$ cat config.mk
export PLATFORM = sky130hd
export DESIGN_NAME = vc_input_buffer
export DESIGN_NICKNAME = d
export VERILOG_FILES = /design/src/rtl/noc_buf_pkg.sv /design/src/rtl/vc_fifo_ctrl.sv /design/src/rtl/vc_input_buffer.sv
export SDC_FILE = /design/constraint.sdc
export NUM_CORES = 1
export LEC_CHECK = 0
export CORE_UTILIZATION = 51
export CTS_BUF_LIST = sky130_fd_sc_hd__clkbuf_4
export CTS_CLUSTER_DIAMETER = 200
export DETAILED_ROUTE_END_ITERATION = 10
export DONT_BUFFER_PORTS = 1
export HOLD_SLACK_MARGIN = 0.08
export PLACE_DENSITY = 0.69
export SLEW_MARGIN = 5
export SYNTH_ARGS = -nofsm -noshare
export SYNTH_HDL_FRONTEND = slang
export SYNTH_SLANG_ARGS = --single-unit
$ cat constraint.sdc
create_clock -name clk -period 2.3 [get_ports clk]
set_clock_uncertainty 0.15 [all_clocks]
set_input_delay 0.345 -clock clk [delete_from_list [all_inputs] [get_ports clk]]
set_output_delay 0.345 -clock clk [all_outputs]
set_load 0.02 [all_outputs]
$ cat src/rtl/noc_buf_pkg.sv
// noc_buf_pkg: shared flit type and width helpers for the VC input buffer
package noc_buf_pkg;
    localparam int FLIT_W = 8;
    typedef logic [FLIT_W-1:0] flit_t;

    // VC index needs at least one bit even when there is a single VC
    function automatic int vc_idx_w(input int n);
        return (n > 1) ? $clog2(n) : 1;
    endfunction

    // Count must hold the value DEPTH itself, hence one extra bit
    function automatic int cnt_w(input int depth);
        return $clog2(depth) + 1;
    endfunction

    localparam int VC_W  = vc_idx_w(2);
    localparam int CNT_W = cnt_w(4);
endpackage

$ cat src/rtl/vc_fifo_ctrl.sv
// vc_fifo_ctrl: pointer and occupancy bookkeeping for one virtual channel
module vc_fifo_ctrl
    import noc_buf_pkg::*;
#(
    parameter  int DEPTH = 4,
    localparam int PW    = $clog2(DEPTH),
    localparam int CW    = cnt_w(DEPTH)
) (
    input  logic          clk,
    input  logic          rst_n,
    input  logic          push,
    input  logic          pop,
    output logic [PW-1:0] wr_ptr,
    output logic [PW-1:0] rd_ptr,
    output logic [CW-1:0] count,
    output logic          empty,
    output logic          full,
    output logic          push_ok,
    output logic          pop_ok
);
    assign empty   = (count == '0);
    assign full    = (count == CW'(DEPTH));
    assign push_ok = push && !full;
    assign pop_ok  = pop && !empty;

    // Pointers wrap naturally; simultaneous accepted push and pop leave count unchanged
    always_ff @(posedge clk) begin
        if (!rst_n) begin
            wr_ptr <= '0;
            rd_ptr <= '0;
            count  <= '0;
        end else begin
            if (push_ok) wr_ptr <= wr_ptr + 1'b1;
            if (pop_ok) rd_ptr <= rd_ptr + 1'b1;
            count <= count + CW'(push_ok) - CW'(pop_ok);
        end
    end
endmodule

$ cat src/rtl/vc_input_buffer.sv
// vc_input_buffer: multi-VC router input buffer over a shared flit array (optional VCBUF_OCCUPANCY_EN exposes vc_count)
module vc_input_buffer
    import noc_buf_pkg::*;
#(
    parameter  int DATA_WIDTH = 8,
    parameter  int VC_DEPTH   = 4,
    parameter  int NUM_VC     = 2,
    localparam int VW         = vc_idx_w(NUM_VC),
    localparam int PW         = $clog2(VC_DEPTH),
    localparam int CW         = cnt_w(VC_DEPTH)
) (
    input  logic                  clk,
    input  logic                  rst_n,
    input  logic                  wr_en,
    input  logic [VW-1:0]         wr_vc,
    input  logic [DATA_WIDTH-1:0] wr_data,
    input  logic                  rd_en,
    input  logic [VW-1:0]         rd_vc,
    output logic [DATA_WIDTH-1:0] rd_data,
    output logic [NUM_VC-1:0]     vc_empty,
    output logic [NUM_VC-1:0]     vc_full,
    output logic                  err_ovf,
    output logic                  err_udf
`ifdef VCBUF_OCCUPANCY_EN
    ,
    output logic [NUM_VC*CW-1:0]  vc_count
`endif
);
    logic [NUM_VC-1:0]     push, pop, push_ok, pop_ok;
    logic [PW-1:0]         wr_ptr [NUM_VC];
    logic [PW-1:0]         rd_ptr [NUM_VC];
    logic [PW-1:0]         wp_sel, rp_sel;
    logic                  rd_hit;
    logic [DATA_WIDTH-1:0] mem [NUM_VC*VC_DEPTH];

    // VC decode; an out-of-range VC matches nothing, so the op is rejected downstream
    always_comb begin
        push   = '0;
        pop    = '0;
        wp_sel = '0;
        rp_sel = '0;
        rd_hit = 1'b0;
        for (int i = 0; i < NUM_VC; i++) begin
            push[i] = wr_en && (wr_vc == VW'(i));
            pop[i]  = rd_en && (rd_vc == VW'(i));
            if (wr_vc == VW'(i)) wp_sel = wr_ptr[i];
            if (rd_vc == VW'(i)) begin
                rp_sel = rd_ptr[i];
                rd_hit = 1'b1;
            end
        end
    end

    for (genvar v = 0; v < NUM_VC; v++) begin : g_vc
        vc_fifo_ctrl #(.DEPTH(VC_DEPTH)) u_ctrl (
            .clk     (clk),
            .rst_n   (rst_n),
            .push    (push[v]),
            .pop     (pop[v]),
            .wr_ptr  (wr_ptr[v]),
            .rd_ptr  (rd_ptr[v]),
`ifdef VCBUF_OCCUPANCY_EN
            .count   (vc_count[v*CW +: CW]),
`else
            .count   (),
`endif
            .empty   (vc_empty[v]),
            .full    (vc_full[v]),
            .push_ok (push_ok[v]),
            .pop_ok  (pop_ok[v])
        );
    end

    // Shared storage, addressed {vc, slot}; contents intentionally not reset
    always_ff @(posedge clk) begin
        if (|push_ok) mem[{wr_vc, wp_sel}] <= wr_data;
    end

    assign rd_data = rd_hit ? mem[{rd_vc, rp_sel}] : '0;

    // Sticky error flags for any rejected write or pop
    always_ff @(posedge clk) begin
        if (!rst_n) begin
            err_ovf <= 1'b0;
            err_udf <= 1'b0;
        end else begin
            err_ovf <= err_ovf | (wr_en & ~|push_ok);
            err_udf <= err_udf | (rd_en & ~|pop_ok);
        end
    end
endmodule
==> metrics.md <==
| Metric | Value |
|---|---|
| Status | finished, final reports clean |
| Endpoints failing setup | 0 |
| Number of port buffers | 0 |
| TritonCTS clock tree | yes |
| Initial antenna violation count | 0 |
| Asr flop ratio synth | 0% |
| Measured slew at the worst slew-check pin | 517.8 ps |
| Fin crit period | 2275 ps |
| Number of iterations in the first detailed-routing pass | 4 |
| Die width | 82.71 µm |
| Layout Utilization | 61.40% |
| Syn_area_per_cell | 16.69 µm² |
| Commonest cells post-synth | edfxtp_1 (64), dfxtp_1 (16), inv_1 (11), mux4_2 (11), nor2_1 (10) |
| Required @ worst endpoint | 1800 ps |
| Post-synth top flop | edfxtp_1 |
| Wire per inst | 19.77 µm |
| Grt total ovfl | 0 |
| Num CTS Buffers | 9 |
| Top Ports | 28 |
| Worst slack, placed | -13.40 ps |
| Initial Util | 52.62% |
| Root buf cell | clkbuf_4 |
| Depth of the CTS H-tree | 3 |
| Synthesized flop and latch total | 80 |
| Tot GR Track Use | 20.28% |
| Yosys warning count | 0 |
| GP Congestion | 0.7368 |
| Layout cells sized above 1 | 31.51% |
| Crit. End Element | primary output |
| Largest net degree at the start of global routing | 15 |
| Die Y-Extent | 82.71 µm |
| Critical Path AT | 1780 ps |
| Clk_lat worst skew | 420 ps |
| Cell taking the most area after synthesis | edfxtp_1 |
| Normalized max-slew margin | 65.48% |
| First-pass GRT wire length | 9218 µm |
| RSZ-0062 raised after global routing | true |
| Multi-input gate area | 0.001012 mm² |
| Post-route DRC | 0 |
| Ant diodes | 0 |
| Worst Path Max Fanout | 6 |
| Syn Nets | 219 |
| Distinct cell type count after synthesis | 34 |
| CP Launch Type | flip-flop |
| Core ar. | 0.006314 mm² |
| Sequential fraction of the synthesis area | 67.50% |
| Vias per inst | 5.644 |
| Initial DRC count | 109 |
| Max frequency | 439.6 MHz |
| Final nets | 253 |
| Fin. Hold Viols | 0 |
| Pins Over Slew Limit | 0 |
| CP Cell Sequence | buf_12, mux4_2, mux2_4 |
| Tcrit/Tclk final | 98.91% |
| Peak VDD IR | 0.5058 mV |
| Largest cells by area after synthesis | edfxtp_1 (58%), dfxtp_1 (9.6%), mux4_2 (7.5%) |
| Area Overhead vs Synth | 16.69% |
| Clock Path Buffers | 2 |
| Worst setup margin | 25.10 ps |
| Max-cap viol count | 0 |
| Max incr delay on CP | 500 ps |
| Fillers | 466 |
| Syn Inst Count | 199 |
| Total Wirelength | 6227 µm |
| CP max-delay cell | mux4_2 |
| Clk sinks | 80 |
| Leakage power | 1.392 nW |
| Via Count | 1778 |
| Post-synth EDFFs | 64 |
| Num rows | 29 |
| Die area | 0.006840 mm² |
| Cell Pwr Density | 933.4 mW/mm² |
| Number of global-route vias before repair | 1810 |
| Post-DP HPWL | 4116 µm |
| Antenna viol nets, final | 0 |
| Reg clk slew, reported paths | 120 ps |
| Hold Crit Class | in -> reg |
| Mapped cell area | 0.003322 mm² |
| Area share of the largest cell type after synthesis | 57.85% |
| Crit Path Category | reg -> out |
| Seq. cell area | 0.002258 mm² |
| Count leader, synth | edfxtp_1 |
[registers in the layout, summed over array words and instances (netlist names)]
name and flops:
g_vc.u_ctrl.rd_ptr 4, err_ovf 1, err_udf 1, g_vc.u_ctrl.count 6, mem 64, g_vc.u_ctrl.wr_ptr 4
[cells by family after synthesis]
family / count (synthesis) / synth area share (%)
AND/OR/NAND/NOR: 45 / 7.533
buffers and inverters: 22 / 3.465
adder cells (fa/ha/maj): 6 / 2.712
AO/OA/AOI/OAI: 16 / 3.051
XOR/XNOR: 3 / 0.7911
multiplexers: 27 / 14.95
flip-flops: 80 / 67.50
[per-stage QoR]
stage	instances	TNS [ps]	instance area [µm²]	hold WS [ps]	power, mW
floorplan	199	0	3327	293.9	2.372
global placement	282	0	3486	294.2	2.515
detailed placement	282	-13.40	3486	294.0	2.575
CTS	313	-86.96	3816	105.5	3.548
global route	315	-340.2	3876	108.3	3.787
finish	315	0	3876	132.5	3.618
[path summary, 6_finish.rpt]
check / end / slack [ps] / start / depth (start not counted)
worst min-delay path: g_vc[0].u_ctrl.rd_ptr[1]$_SDFFE_PN0P_ / 130 / rd_en / 3
worst min register to register: g_vc[1].u_ctrl.wr_ptr[1]$_SDFFE_PN0P_ / 380 / g_vc[1].u_ctrl.wr_ptr[1]$_SDFFE_PN0P_ / 2
worst max register to register: g_vc[1].u_ctrl.count[2]$_SDFF_PN0_ / 80 / g_vc[1].u_ctrl.count[2]$_SDFF_PN0_ / 9
worst max-delay path: rd_data[1] / 30 / g_vc[0].u_ctrl.rd_ptr[0]$_SDFFE_PN0P_ / 3
[worst max-delay path, delay by kind of cell (launching register included)]
kind | cells | cell delay, ps
muxes | 2 | 820
DFF | 1 | 410
buffers and inverters | 1 | 130
[cells in the final DEF (no fill, tap or decap), types with 2 or more instances in the layout]
cell type and count:
a21oi_1 5, clkinv_2 2, nand2b_1 6, edfxtp_1 64, fa_2 2, dfxtp_4 3, o21ai_0 4, nor3_1 3
nor3b_2 2, inv_1 10, dlygate4sd3_1 12, nor2_1 10, mux2i_1 5, or3_1 3, bufinv_16 2, xor2_1 2
or4_1 2, o31ai_1 4, ha_1 3, and3_1 4, mux2_4 7, clkbuf_4 9, buf_4 18, and2_1 4
dfxtp_2 4, mux4_2 14, nand2_1 8, dfxtp_1 9
[power by group]
group	switching [mW]	total, mW	internal, mW
clock	0.474	0.916	0.442
combinational	0.458	0.927	0.469
sequential	0.0945	1.78	1.68
total	1.03	3.62	2.59
[what timing repair did]
| item | CTS | global route |
|---|---|---|
| hold endpoints to repair | 80 | 0 |
| pin swaps | 2 | 3 |
| setup buffers | 3 | 2 |
| gates resized for setup | 10 | 16 |
| hold buffers | 12 | 0 |
| endpoints found under the setup margin | 9 | 10 |
[per-layer routing]
metal	GRT usage [%]	part of all wire (%)
met2	34.92	52
met1	22.28	41
met4	10.69	1.8
met3	6.484	4.8
met5	0	0
[layout make-up]
cell class | count | area share [%]
Multi-Input combinational cell | 97 | 26.11
Inverter | 12 | 1.162
Timing Repair Buffer | 33 | 7.779
Clock buffer | 9 | 1.743
Sequential cell | 80 | 58.26
Tap cell | 77 | 2.485
Clock inverter | 7 | 2.453
No activity file was read; power rests on OpenSTA's default activity.
